`config.mk`:
```
export PLATFORM = sky130hd
export DESIGN_NAME = spm_cisr_sched_flat
export DESIGN_NICKNAME = d
export VERILOG_FILES = /design/src/rtl/spm_cisr_sched_if.sv /design/src/rtl/spm_cisr_sched.sv /design/src/flat_wrapper.sv
export SDC_FILE = /design/constraint.sdc
export NUM_CORES = 1
export LEC_CHECK = 0
export ABC_AREA = 1
export CORE_AREA = 2 2 178 180
export CTS_BUF_LIST = sky130_fd_sc_hd__clkbuf_4 sky130_fd_sc_hd__clkbuf_8
export DETAILED_ROUTE_END_ITERATION = 6
export DIE_AREA = 0 0 180 182
export MAX_ROUTING_LAYER = met4
export REMOVE_ABC_BUFFERS = 1
export SYNTH_ARGS = -nofsm -noshare
export SYNTH_HDL_FRONTEND = slang
export SYNTH_SLANG_ARGS = --single-unit
export TNS_END_PERCENT = 50
```
`constraint.sdc`:
```
create_clock -name clk -period 69.1 [get_ports clk]
set_input_delay 13.82 -clock clk [delete_from_list [all_inputs] [get_ports clk]]
set_output_delay 13.82 -clock clk [all_outputs]
set_load 0.02 [all_outputs]
```
`src/rtl/spm_cisr_sched_if.sv`:
```
// Host/channel bundle for the CISR run-level scheduler: job command and status,
// per-channel row requests, bubbles and retire pulses.
interface spm_cisr_sched_if #(
    parameter int NUM_CH = 16,
    parameter int NNZ_W  = 32,
    parameter int DIM_W  = 16
);
    logic              start;
    logic [DIM_W-1:0]  cfg_num_rows;
    logic [NNZ_W-1:0]  cfg_nnz;
    logic [NUM_CH-1:0] row_req;
    logic [NUM_CH-1:0] fetch_bubble;
    logic [NUM_CH-1:0] elem_retire;
    logic              acc_idle;
    logic              spmv_init;
    logic [NUM_CH-1:0] pipe_bubble;
    logic              busy;
    logic              done;
    logic              timeout;
    logic [DIM_W-1:0]  rows_issued;
    logic [NNZ_W-1:0]  nnz_retired;

    modport master (
        output start, cfg_num_rows, cfg_nnz, row_req, fetch_bubble, elem_retire, acc_idle,
        input  spmv_init, pipe_bubble, busy, done, timeout, rows_issued, nnz_retired
    );

    modport slave (
        input  start, cfg_num_rows, cfg_nnz, row_req, fetch_bubble, elem_retire, acc_idle,
        output spmv_init, pipe_bubble, busy, done, timeout, rows_issued, nnz_retired
    );
endinterface

```
`src/rtl/spm_cisr_sched.sv`:
```
// Run-level controller and row-issue limiter for the CISR decoder: sequences one
// SpMV job, caps the number of row lengths popped, tracks retirement and stalls.
module spm_cisr_sched #(
    parameter int NUM_CH      = 16,
    parameter int NNZ_W       = 32,
    parameter int DIM_W       = 16,
    parameter int TIMEOUT_CYC = 4096
) (
    input  logic             clk,
    input  logic             rst_n,
    spm_cisr_sched_if.slave  bus
);
    localparam int CNT_W   = $clog2(NUM_CH + 1);
    localparam int STALL_W = $clog2(TIMEOUT_CYC + 1);

    typedef enum logic [2:0] {
        S_IDLE    = 3'd0,
        S_INIT    = 3'd1,
        S_RUN     = 3'd2,
        S_DRAIN   = 3'd3,
        S_DONE    = 3'd4,
        S_TIMEOUT = 3'd5
    } state_t;

    state_t             state_r, state_s;
    logic [DIM_W-1:0]   num_rows_r, rows_issued_r, remaining_s;
    logic [NNZ_W-1:0]   nnz_r, nnz_retired_r, nnz_sat_s;
    logic [NNZ_W:0]     nnz_sum_s;
    logic [STALL_W-1:0] stall_r;
    logic               spmv_init_r, busy_r, done_r, timeout_r;
    logic [NUM_CH-1:0]  cand_s, grant_s, pipe_bubble_s;
    logic [CNT_W-1:0]   grant_cnt_s, retire_cnt_s;
    logic               stall_hit_s, any_retire_s;

    function automatic logic [CNT_W-1:0] popcount(input logic [NUM_CH-1:0] v);
        logic [CNT_W-1:0] c;
        c = '0;
        for (int i = 0; i < NUM_CH; i++) begin
            c = c + {{(CNT_W-1){1'b0}}, v[i]};
        end
        return c;
    endfunction

    // Grant the lowest-indexed candidates, never more than the rows still owed.
    function automatic logic [NUM_CH-1:0] limit_grants(input logic [NUM_CH-1:0] cand,
                                                        input logic [DIM_W-1:0]  remaining);
        logic [DIM_W:0]    used;
        logic [NUM_CH-1:0] g;
        used = '0;
        g    = '0;
        for (int i = 0; i < NUM_CH; i++) begin
            if (cand[i] && (used < {1'b0, remaining})) begin
                g[i] = 1'b1;
                used = used + {{DIM_W{1'b0}}, 1'b1};
            end else begin
                g[i] = 1'b0;
            end
        end
        return g;
    endfunction

    assign cand_s       = bus.row_req & ~bus.fetch_bubble;
    assign remaining_s  = num_rows_r - rows_issued_r;
    assign retire_cnt_s = popcount(bus.elem_retire);
    assign grant_cnt_s  = popcount(grant_s);
    assign any_retire_s = |bus.elem_retire;
    assign stall_hit_s  = !any_retire_s && (stall_r == STALL_W'(TIMEOUT_CYC - 1));
    assign nnz_sum_s    = {1'b0, nnz_retired_r} + (NNZ_W + 1)'(retire_cnt_s);
    assign nnz_sat_s    = nnz_sum_s[NNZ_W] ? {NNZ_W{1'b1}} : nnz_sum_s[NNZ_W-1:0];

    // Next-state, limiter grants and bubble gating.
    always_comb begin
        state_s       = state_r;
        grant_s       = '0;
        pipe_bubble_s = '1;
        case (state_r)
            S_IDLE, S_DONE, S_TIMEOUT: begin
                if (bus.start) state_s = S_INIT;
                else           state_s = state_r;
            end
            S_INIT: state_s = S_RUN;
            S_RUN: begin
                grant_s       = limit_grants(cand_s, remaining_s);
                pipe_bubble_s = bus.fetch_bubble | (cand_s & ~grant_s);
                if (stall_hit_s)                       state_s = S_TIMEOUT;
                else if (rows_issued_r == num_rows_r)  state_s = S_DRAIN;
                else                                   state_s = S_RUN;
            end
            S_DRAIN: begin
                pipe_bubble_s = bus.fetch_bubble | bus.row_req;
                // Overshoot (retired > nnz) also terminates; the host must treat it as an error.
                if ((nnz_retired_r >= nnz_r) && bus.acc_idle) state_s = S_DONE;
                else if (stall_hit_s)                         state_s = S_TIMEOUT;
                else                                          state_s = S_DRAIN;
            end
            default: state_s = S_IDLE;
        endcase
    end

    // State, job configuration, progress counters and registered status flags.
    always_ff @(posedge clk) begin
        if (!rst_n) begin
            state_r       <= S_IDLE;
            num_rows_r    <= '0;
            nnz_r         <= '0;
            rows_issued_r <= '0;
            nnz_retired_r <= '0;
            stall_r       <= '0;
            spmv_init_r   <= 1'b0;
            busy_r        <= 1'b0;
            done_r        <= 1'b0;
            timeout_r     <= 1'b0;
        end else begin
            state_r     <= state_s;
            spmv_init_r <= (state_s == S_INIT);
            busy_r      <= (state_s == S_INIT) || (state_s == S_RUN) || (state_s == S_DRAIN);
            done_r      <= (state_s == S_DONE);
            timeout_r   <= (state_s == S_TIMEOUT);
            if (((state_r == S_IDLE) || (state_r == S_DONE) || (state_r == S_TIMEOUT)) && bus.start) begin
                num_rows_r    <= bus.cfg_num_rows;
                nnz_r         <= bus.cfg_nnz;
                rows_issued_r <= '0;
                nnz_retired_r <= '0;
                stall_r       <= '0;
            end else if ((state_r == S_RUN) || (state_r == S_DRAIN)) begin
                nnz_retired_r <= nnz_sat_s;
                stall_r       <= any_retire_s ? '0 : stall_r + STALL_W'(1);
                if (state_r == S_RUN) begin
                    rows_issued_r <= rows_issued_r + DIM_W'(grant_cnt_s);
                end
            end
        end
    end

    assign bus.spmv_init   = spmv_init_r;
    assign bus.busy        = busy_r;
    assign bus.done        = done_r;
    assign bus.timeout     = timeout_r;
    assign bus.rows_issued = rows_issued_r;
    assign bus.nnz_retired = nnz_retired_r;
    assign bus.pipe_bubble = pipe_bubble_s;
endmodule

```
`src/flat_wrapper.sv`:
```
// flat-port wrapper written by rule: the top's interface ports become plain ports
module spm_cisr_sched_flat 
#(
    parameter int NUM_CH      = 16,
    parameter int NNZ_W       = 32,
    parameter int DIM_W       = 16,
    parameter int TIMEOUT_CYC = 4096
)
  (clk, rst_n, bus_start, bus_cfg_num_rows, bus_cfg_nnz, bus_row_req, bus_fetch_bubble, bus_elem_retire, bus_acc_idle, bus_spmv_init, bus_pipe_bubble, bus_busy, bus_done, bus_timeout, bus_rows_issued, bus_nnz_retired);
  spm_cisr_sched_if #(.NUM_CH(NUM_CH), .NNZ_W(NNZ_W), .DIM_W(DIM_W)) bus_i ();
  input  logic clk;
  input  logic rst_n;
  input wire logic [$bits(bus_i.start)-1:0] bus_start;
  input wire logic [$bits(bus_i.cfg_num_rows)-1:0] bus_cfg_num_rows;
  input wire logic [$bits(bus_i.cfg_nnz)-1:0] bus_cfg_nnz;
  input wire logic [$bits(bus_i.row_req)-1:0] bus_row_req;
  input wire logic [$bits(bus_i.fetch_bubble)-1:0] bus_fetch_bubble;
  input wire logic [$bits(bus_i.elem_retire)-1:0] bus_elem_retire;
  input wire logic [$bits(bus_i.acc_idle)-1:0] bus_acc_idle;
  output wire logic [$bits(bus_i.spmv_init)-1:0] bus_spmv_init;
  output wire logic [$bits(bus_i.pipe_bubble)-1:0] bus_pipe_bubble;
  output wire logic [$bits(bus_i.busy)-1:0] bus_busy;
  output wire logic [$bits(bus_i.done)-1:0] bus_done;
  output wire logic [$bits(bus_i.timeout)-1:0] bus_timeout;
  output wire logic [$bits(bus_i.rows_issued)-1:0] bus_rows_issued;
  output wire logic [$bits(bus_i.nnz_retired)-1:0] bus_nnz_retired;
  assign bus_i.start = bus_start;
  assign bus_i.cfg_num_rows = bus_cfg_num_rows;
  assign bus_i.cfg_nnz = bus_cfg_nnz;
  assign bus_i.row_req = bus_row_req;
  assign bus_i.fetch_bubble = bus_fetch_bubble;
  assign bus_i.elem_retire = bus_elem_retire;
  assign bus_i.acc_idle = bus_acc_idle;
  assign bus_spmv_init = bus_i.spmv_init;
  assign bus_pipe_bubble = bus_i.pipe_bubble;
  assign bus_busy = bus_i.busy;
  assign bus_done = bus_i.done;
  assign bus_timeout = bus_i.timeout;
  assign bus_rows_issued = bus_i.rows_issued;
  assign bus_nnz_retired = bus_i.nnz_retired;
  spm_cisr_sched #(.NUM_CH(NUM_CH), .NNZ_W(NNZ_W), .DIM_W(DIM_W), .TIMEOUT_CYC(TIMEOUT_CYC)) u_core (.clk(clk), .rst_n(rst_n), .bus(bus_i));
endmodule
```
==> Word-level counts from Yosys, hierarchy flattened <==
Cells that the tools add are included.
Widths: inputs -> output; s select.
{ "op_classes": {"reduce_logical": 30, "n_addsub": 48, "n_lt_le_gt_ge": 17, "mux": 72, "n_eq_ne": 12, "bitwise_logic": 7} }
{ "op_table": {"columns": ["operator", "n"], "rows": [
  ["$mux 17", 29],
  ["$lt 17x16->1", 15],
  ["$add 17x1->17 const B", 14],
  ["$add 5x1->5", 28],
  ["$mux 1", 34],
  ["$add 32x5->33", 1],
  ["$and 16x16->16", 2],
  ["$ge 32x32->1", 1],
  ["$mux 32", 1],
  ["$not 16->16", 2],
  ["$or 16x16->16", 2],
  ["$pmux 16 s2", 1],
  ["$logic_and 1x1->1", 19],
  ["$add 16x5->16", 1],
  ["$eq 16x16->1", 1],
  ["$lt 1x16->1 const A", 1],
  ["$mux 16", 1],
  ["$reduce_or 16->1", 1],
  ["$sub 16x16->16", 1],
  ["$add 13x1->13 const B", 1],
  ["$eq 13x12->1 const B", 1],
  ["$mux 13", 1],
  ["$eq 3x2->1 const B", 4],
  ["$eq 3x3->1 const B", 4],
  ["other kinds (11)", 20]
]} }
{ "totals": {"output_inout_bits": 68, "register_bits": 116, "elab_cells": 196} }

==> Depth between registers and ports, before layout <==
Gate-level depths: netlist of run 1.
{ "logic_depth": {"depth_word": 82, "depth_mapped": 201} }

==> Worst setup path before layout of run 1 <==
OpenSTA, ideal clock, no wires.
{ "synth_timing": {"kind": "input to output", "start": "input bus_fetch_bubble[0]", "end": "output bus_pipe_bubble[15]", "arrival_time_ps": 33605, "n_path_buf": 0, "path_stages": 155, "required_ps": 55280, "path_slack_ps": 21675, "path_cell_list": "inv_1 nand2_1 a21oi_1 inv_1 nand2_1 inv_1 ha_1 ha_1 inv_1 a21oi_1 o21ai_0 nor2_1 nand3_2 nand2_2 nand2_1 o21ai_0 ha_1 nand2_1 (+119 left out) a221o_1 nand2_1 nand3_4 inv_2 nand3_2 nor2_1 xor2_1 ha_1 a21oi_1 o21ai_0 nand3_1 a21oi_1 a211oi_1 nor2_1 nor3_1 nand3_1 nand2_1 nand2_1"} }
{ "synth_via": {"elab_chain_cells": 69, "elab_cells_between_ends": 83} }
{ "synth_lines": {"columns": ["element", "line_no", "source"], "rows": [
  ["start: declaration", "flat_wrapper.sv:17", "input wire logic [$bits(bus_i.fetch_bubble)-1:0] bus_fetch_bubble;"],
  ["$not 16->16 *", "spm_cisr_sched.sv:62", "assign cand_s = bus.row_req & ~bus.fetch_bubble;"],
  ["$and 16x16->16 *", "spm_cisr_sched.sv:62", null],
  ["$logic_and 1x1->1 *", "spm_cisr_sched.sv:52", "if (cand[i] && (used < {1'b0, remaining})) begin"],
  ["$mux 1 *", "spm_cisr_sched.sv:52", null],
  ["$mux 17 *", "spm_cisr_sched.sv:76", "case (state_r)"],
  ["$lt 17x16->1", "spm_cisr_sched.sv:52", null],
  ["$logic_and 1x1->1", "spm_cisr_sched.sv:52", null],
  ["$mux 17 *", "spm_cisr_sched.sv:52", null],
  ["(+53 left out)", null, null],
  ["$lt 17x16->1 *", "spm_cisr_sched.sv:52", null],
  ["$logic_and 1x1->1 *", "spm_cisr_sched.sv:52", null],
  ["$mux 1 *", "spm_cisr_sched.sv:52", null],
  ["$mux 1 *", "spm_cisr_sched.sv:76", null],
  ["$not 16->16 *", "spm_cisr_sched.sv:84", "pipe_bubble_s = bus.fetch_bubble | (cand_s & ~grant_s);"],
  ["$and 16x16->16 *", "spm_cisr_sched.sv:84", null],
  ["$or 16x16->16 *", "spm_cisr_sched.sv:84", null],
  ["$pmux 16 s2 *", "spm_cisr_sched.sv:76", null],
  ["end: declaration", "flat_wrapper.sv:21", "output wire logic [$bits(bus_i.pipe_bubble)-1:0] bus_pipe_bubble;"]
]} }
Every way passes the cells marked *; elsewhere a longest branch is shown, timed or not. The select of a mux whose other input is x is not followed.

==> Worst setup path in the final report of run 1 <==
{ "layout_timing": {"start": "input bus_row_req[0]", "end": "output bus_pipe_bubble[15]"} }
{ "layout_via": {"elab_chain_cells": 68, "elab_cells_between_ends": 82} }
{ "layout_lines": {"columns": ["element", "line_no", "source"], "rows": [
  ["start: declaration", "flat_wrapper.sv:16", "input wire logic [$bits(bus_i.row_req)-1:0] bus_row_req;"],
  ["$and 16x16->16 *", "spm_cisr_sched.sv:62", null],
  ["$logic_and 1x1->1 *", "spm_cisr_sched.sv:52", null],
  ["$mux 1 *", "spm_cisr_sched.sv:52", null],
  ["$mux 17 *", "spm_cisr_sched.sv:76", null],
  ["$lt 17x16->1", "spm_cisr_sched.sv:52", null],
  ["$logic_and 1x1->1", "spm_cisr_sched.sv:52", null],
  ["$mux 17 *", "spm_cisr_sched.sv:52", null],
  ["$mux 17 *", "spm_cisr_sched.sv:76", null],
  ["(+52 left out)", null, null],
  ["$lt 17x16->1 *", "spm_cisr_sched.sv:52", null],
  ["$logic_and 1x1->1 *", "spm_cisr_sched.sv:52", null],
  ["$mux 1 *", "spm_cisr_sched.sv:52", null],
  ["$mux 1 *", "spm_cisr_sched.sv:76", null],
  ["$not 16->16 *", "spm_cisr_sched.sv:84", null],
  ["$and 16x16->16 *", "spm_cisr_sched.sv:84", null],
  ["$or 16x16->16 *", "spm_cisr_sched.sv:84", null],
  ["$pmux 16 s2 *", "spm_cisr_sched.sv:76", null]
]} }
Marks and branches as above.

==> summary.txt, run 1 <==
Run status
  • Status: completed

Clocking
  • CTS sink count: 116
  • Clock-pin slew on the worst setup and hold paths: 0.07 ns
  • Clock root cell: clkbuf_8
  • TritonCTS clock tree: done
  • CTS Hold Bufs: 0
  • Total CTS buffers: 17
  • Longest Clk Path Bufs: 2
  • Worst skew pair latency: 0.45 ns
  • Cts repair resizes: 0
  • Post-CTS Setup Bufs: 0
  • H-tree Lvls: 4

Route
  • Routed Antenna Nets: 0
  • Drt first pass iters: 5
  • Via density per instance: 4.92
  • Remaining DRCs: 0
  • WL/cell: 14.1 um
  • Initial DRC Count: 585
  • Total Wirelength: 33,800 um
  • DR vias: 11,800

STA
  • RSZ-0062 raised after global routing: false
  • Normalized max-slew margin: 41.1%
  • Max Clock Skew: 0.0180 ns
  • Hold Violations, Final: 0
  • Sum Neg Setup Slack: 0 ns
  • Fmax: 19.5 MHz
  • Final hold slack: 0.453 ns
  • Setup violators final: 0
  • Final Cycle Share: 74.3%
  • Final max-slew violation count: 0
  • Tmin final: 51.31 ns
  • Worst Tran Pin Value: 0.883 ns

Power and ir drop
  • Leak: 6.91 nW
  • Internal cell power: 0.163 mW
  • Peak supply drop: 0.0105 mV
  • Clock group share of total power: 22.7%
  • Sw frac: 44.2%
  • Reg power frac: 24.7%
  • Final Total Pwr: 0.293 mW
  • Power share of the combinational group: 52.6%
  • Switch Pwr: 0.130 mW
  • Pwr dens: 19.6 mW/mm2

Floorplanning
  • Die area: 0.0328 mm2
  • Core area: 0.0310 mm2
  • Row cnt: 65
  • Die X: 180 um
  • Io pins: 168
  • Starting density of the core: 39.2%
  • Die H: 182 um

Placement
  • IO Port Bufs: 167
  • Final Wtd Congestion: 0.907
  • Hpwl dp: 27,100 um

Critical path
  • Worst Setup Path Type: primary input to primary output
  • Worst Path Required: 55.28 ns
  • Worst path max stage delay: 0.53 ns
  • Worst EP arrival: 37.49 ns
  • CP Launch Type: primary input
  • Top cell by count, worst path: nand2_1
  • Critical-path top delay cell: clkdlybuf4s50_1
  • Crit path capture type: primary output
  • Critical path peak fanout: 5

Layout
  • Fin nets: 2,291
  • Layout cells sized above 1: 8.63%
  • Area Growth Syn to Fin: 22.8%

Global routing
  • First-pass GRT wire length: 56,200 um
  • Total congestion overflow: 0
  • Largest net degree at the start of global routing: 100
  • Vias in the first global route: 11,500
  • Antenna violations before repair: 5
  • Total track usage: 21.4%

Logic synthesis
  • Top cell type's share of synthesized area: 19.5%
  • Main area contributors after synthesis: ha_1 (19%), dfxtp_1 (19%), inv_1 (9.1%)
  • Async SR Flop Fraction: 0%
  • Yosys reg bits: 116
  • Seq/Total Area, Yosys: 19.1%
  • Count leader, synth: inv_1
  • Synthesized cell area: 0.0121 mm2
  • Largest area contributor in the netlist: ha_1
  • Syn avg cell area: 6.89 um2
  • Post-synth top flop: dfxtp_1
  • Post-Syn Instances: 1,764
  • Commonest cells post-synth: inv_1 (296), nand2_1 (294), ha_1 (189)
  • Distinct cells, synth: 60
  • Yosys warning total: 0
  • Number of synthesized flops with an enable pin: 0

Run
  • Max-cap violations: 0

Worst hold path
  • Min-delay worst type: flop to flop
layout by cell type, fill, tap and decap left out, drive strengths merged, types with 5 or more instances in the layout:
cell and n:
a211oi 6, a21oi 177, a31oi 15, buf 12, clkbuf 18, clkdlybuf4s50 166, clkinv 10, conb 46
dfxtp 116, diode 6, fa 23, ha 189, inv 322, nand2 343, nand3 96, nand4 50
nor2 140, nor3 34, nor4 7, o21a 5, o21ai 101, or2 10, xnor2 21, xor2 32
metal layers:
metal,GRT usage [%],routed length (um),vias to the layer above
met5,-,0,-
met1,26.7,15900,5322
li1,-,-,6244
met2,36.1,15800,214
met4,4.29,415,0
met3,4.21,1630,36
worst paths after layout:
path | from | cells after the start | endpoint | slack (ns)
max reg2reg | u_core.bus.rows_issued[0] | 187 | u_core.bus.rows_issued[15] | 38.75
min | u_core.num_rows_r[4] | 2 | u_core.num_rows_r[4] | 0.45
max | bus_row_req[0] | 153 | bus_pipe_bubble[15] | 17.79
min reg2reg | u_core.num_rows_r[4] | 2 | u_core.num_rows_r[4] | 0.45
flip-flops by register name, indices dropped and copies added, names as in the netlist:
signal                  flops
u_core.bus.done             1
u_core.nnz_r               32
u_core.bus.timeout          1
u_core.bus.spmv_init        1
u_core.num_rows_r          16
u_core.bus.rows_issued     16
u_core.bus.busy             1
u_core.bus.nnz_retired     32
u_core.stall_r             13
u_core.state_r              3
power by group through the flow:
| stage | clock [mW] | sequential, mW | combinational [mW] |
|---|---|---|---|
| final | 0.0666 | 0.0724 | 0.154 |
| after global routing | 0.0714 | 0.0729 | 0.178 |
| after CTS | 0.0682 | 0.0724 | 0.153 |
| after detailed placement | 0 | 0.0739 | 0.152 |
| after global placement | 0 | 0.0738 | 0.150 |
| after floorplan | 0 | 0.0740 | 0.109 |
kinds of logic (layout without fill, tap and decap cells):
logic type,Yosys count,count (layout),share of synthesized area (%)
flip-flops,116,116,19.1
AO/OA/AOI/OAI,340,340,15.4
buffers and inverters,348,531,10.8
XOR/XNOR,53,53,4.19
AND/OR/NAND/NOR,694,694,27.1
other,1,52,0.0309
adder cells (fa/ha/maj),212,212,23.3
per-stage QoR:
step / instance area, um2 / utilization [%] / worst slack (ns) / instances
4_1_cts: 14900 / 48.1 / 18.03 / 2394
6_report: 14900 / 48.2 / 17.79 / 2400
5_1_grt: 14900 / 48.2 / 15.42 / 2399
2_1_floorplan: 12200 / - / 21.67 / 1782
3_3_place_gp: 14500 / 46.8 / 18.94 / 2362
3_5_place_dp: 14500 / 46.8 / 18.09 / 2362
critical path, delay by kind of cell:
kind | cells | cell delay [ns]
fa+ha+maj | 15 | 4.48
compound gates | 36 | 5.45
simple gates | 67 | 8.38
xor+xnor | 10 | 2.31
buf+inv | 25 | 3.06
cell type report:
class	count	area, um2
fillers	3093	16100
multi-input cells	1345	8710
flip-flops and latches	116	2320
repair buffers	178	1750
inverters	321	1210
well taps	402	503
clock buffers	18	248
clock inverters	14	168
diodes	6	15.0
No activity file was read; power rests on OpenSTA's default activity.
==> run 2, diff against run 1 <==
- clock period: 69.1 -> 46.4 ns (I/O delays scaled with it)
==> run 2 against run 1 <==
Hold slack better by 0.0011 ns. Critical endpoint unchanged. Sequential power is 49% higher. Critical path depth stayed put. Die area stayed put. Highest routed layer unchanged. Global-route usage is 0.082 points lower. Critical path type unchanged. Combinational power is 49% higher. Count of clock-buffer cells in the layout is 1 higher.
==> summary.txt, run 2 (same netlist as run 1, synthesis figures left out) <==
Run status
  • Status: completed (unchanged)

Critical path
  • RR Startpoint: u_core.bus.rows_issued[1] (was u_core.bus.rows_issued[0])
  • Worst reg2reg path depth: 187 (unchanged)
  • Worst Setup Path Type: primary input to primary output (unchanged)
  • Critical-path top delay cell: clkdlybuf4s50_1 (unchanged)
  • CP Launch Type: primary input (unchanged)
  • Critical path peak fanout: 5 (unchanged)
  • RR Endpoint: u_core.bus.rows_issued[15] (unchanged)
  • Worst R2R Setup Slack: 16.28 ns (was 38.75 ns)
  • Worst Path Required: 37.12 ns (was 55.28 ns)
  • Crit path capture type: primary output (unchanged)
  • Worst path max stage delay: 0.53 ns (about the same)
  • Top cell by count, worst path: nand2_1 (unchanged)
  • Worst EP arrival: 32.76 ns (was 37.49 ns)

Clocking
  • TritonCTS clock tree: done (unchanged)
  • Cts repair resizes: 0 (unchanged)
  • H-tree Lvls: 4 (unchanged)
  • Clock-pin slew on the worst setup and hold paths: 0.07 ns (about the same)
  • Longest Clk Path Bufs: 2 (unchanged)
  • Worst skew pair latency: 0.44 ns (was 0.45 ns)
  • Post-CTS Setup Bufs: 0 (unchanged)
  • CTS sink count: 116 (unchanged)
  • Total CTS buffers: 17 (unchanged)
  • Clock root cell: clkbuf_8 (unchanged)
  • CTS Hold Bufs: 0 (unchanged)

STA
  • Worst Tran Pin Value: 0.900 ns (was 0.883 ns)
  • Normalized max-slew margin: 40.0% (was 41.1%)
  • Setup violators final: 0 (unchanged)
  • Final max-slew violation count: 0 (unchanged)
  • Sum Neg Setup Slack: 0 ns (unchanged)
  • Final Cycle Share: 90.6%
  • Fmax: 23.8 MHz
  • Tmin final: 42.04 ns
  • Hold Violations, Final: 0 (unchanged)
  • Max Clock Skew: 0.0178 ns (was 0.0180 ns)
  • RSZ-0062 raised after global routing: false (unchanged)

Placement
  • Placed inst area: 0.0145 mm2 (unchanged)
  • IO Port Bufs: 167 (unchanged)
  • Hpwl dp: 27,100 um (about the same)
  • Cell count after placement: 2,362 (unchanged)
  • Final Wtd Congestion: 0.906 (was 0.907)

Layout
  • Final-layout fill cell count: 3,124 (was 3,093)
  • Fin nets: 2,291 (unchanged)
  • Non-filler cells, final: 2,399 (was 2,400)
  • Commonest non-fill, non-tap cell in the layout: inv_1 (unchanged)
  • Most frequent cells in the layout: inv_1 (296), nand2_1 (294), ha_1 (189) (unchanged)
  • Area Growth Syn to Fin: 22.9% (was 22.8%)
  • Sequential Area: 0.00232 mm2 (unchanged)
  • Layout cells sized above 1: 8.59% (was 8.63%)
  • Final non-filler cell area: 0.0149 mm2 (about the same)
  • Area occupied by multi-input gates: 0.00871 mm2 (unchanged)

Floorplanning
  • Starting density of the core: 39.2% (unchanged)
  • Die H: 182 um (unchanged)
  • Io pins: 168 (unchanged)
  • Core area: 0.0310 mm2 (unchanged)
  • Die area: 0.0328 mm2 (unchanged)
  • Row cnt: 65 (unchanged)
  • Die X: 180 um (unchanged)

Global routing
  • First-pass GRT wire length: 55,900 um (was 56,200 um)
  • Largest net degree at the start of global routing: 100 (unchanged)
  • Total congestion overflow: 0 (unchanged)
  • Vias in the first global route: 11,500 (about the same)
  • Antenna violations before repair: 6 (was 5)
  • Total track usage: 21.4% (about the same)

Worst hold path
  • Hold Path Sink: u_core.num_rows_r[4] (unchanged)
  • Worst Hold Depth: 2 (unchanged)
  • Min-delay worst type: flop to flop (unchanged)
  • Hold Path Origin: u_core.num_rows_r[4] (unchanged)

Run
  • Max-cap violations: 0 (unchanged)

Route
  • Initial DRC Count: 581 (was 585)
  • Total Wirelength: 33,700 um (was 33,800 um)
  • DR vias: 11,900 (was 11,800)
  • Via density per instance: 4.94 (was 4.92)
  • Routed Antenna Nets: 0 (unchanged)
  • Remaining DRCs: 0 (unchanged)
  • Drt first pass iters: 7 (was 5)
  • WL/cell: 14.1 um (about the same)

Power and ir drop
  • Leak: 6.91 nW (about the same)
  • Peak supply drop: 0.0148 mV (was 0.0105 mV)
  • Pwr dens: 29.4 mW/mm2 (was 19.6 mW/mm2)
run 2: power by group:
| part | total, mW | internal (mW) | switching, mW |
|---|---|---|---|
| sequential | 0.108 | 0.105 | 0.00269 |
| combinational | 0.229 | 0.0873 | 0.142 |
| clock | 0.102 | 0.0568 | 0.0452 |
run 2: worst max path at each step:
stage / start / endpoint / depth (start not counted)
floorplan: bus_fetch_bubble[0] / bus_pipe_bubble[15] / 154
global placement: bus_row_req[0] / bus_pipe_bubble[15] / 148
detailed placement: bus_row_req[0] / bus_pipe_bubble[15] / 155
CTS: bus_row_req[0] / bus_pipe_bubble[15] / 155
global route: bus_fetch_bubble[0] / bus_pipe_bubble[15] / 156
finish: bus_row_req[0] / bus_pipe_bubble[15] / 153
run 2: critical path: cells and delay by family:
family	cells	cell delay, ns
xor+xnor	11	2.56
simple gates	64	7.69
buf+inv	26	3.07
fa+ha+maj	15	4.43
compound gates	37	5.74
run 2: per-stage QoR:
stage | hold slack, ns | power, mW | worst slack [ns] | utilization [%]
finish | 0.454 | 0.439 | 4.36 | 48.2
global route | 0.473 | 0.483 | 1.73 | 48.2
CTS | 0.457 | 0.441 | 4.48 | 48.2
detailed placement | 0.446 | 0.337 | 4.54 | 46.8
global placement | 0.443 | 0.333 | 5.32 | 46.8
floorplan | 0.427 | 0.273 | 8.05 | -
run 2: metal layers:
layer | vias up | GRT usage (%) | wire length (um) | share of wire (%)
met5 | - | - | 0 | 0
met4 | 0 | 4.78 | 404 | 1.2
met3 | 27 | 4.33 | 1820 | 5.4
met2 | 245 | 35.9 | 15700 | 47
met1 | 5344 | 26.4 | 15800 | 47
li1 | 6241 | - | - | -
run 2: area by class of cell:
type                    count  share of cell area, %
clock inverters            12                   1.11
flip-flops and latches    116                   15.5
clock buffers              19                   1.75
inverters                 321                   8.08
multi-input cells        1345                   58.3
diodes                      6                  0.101
well taps                 402                   3.37
repair buffers            178                   11.7
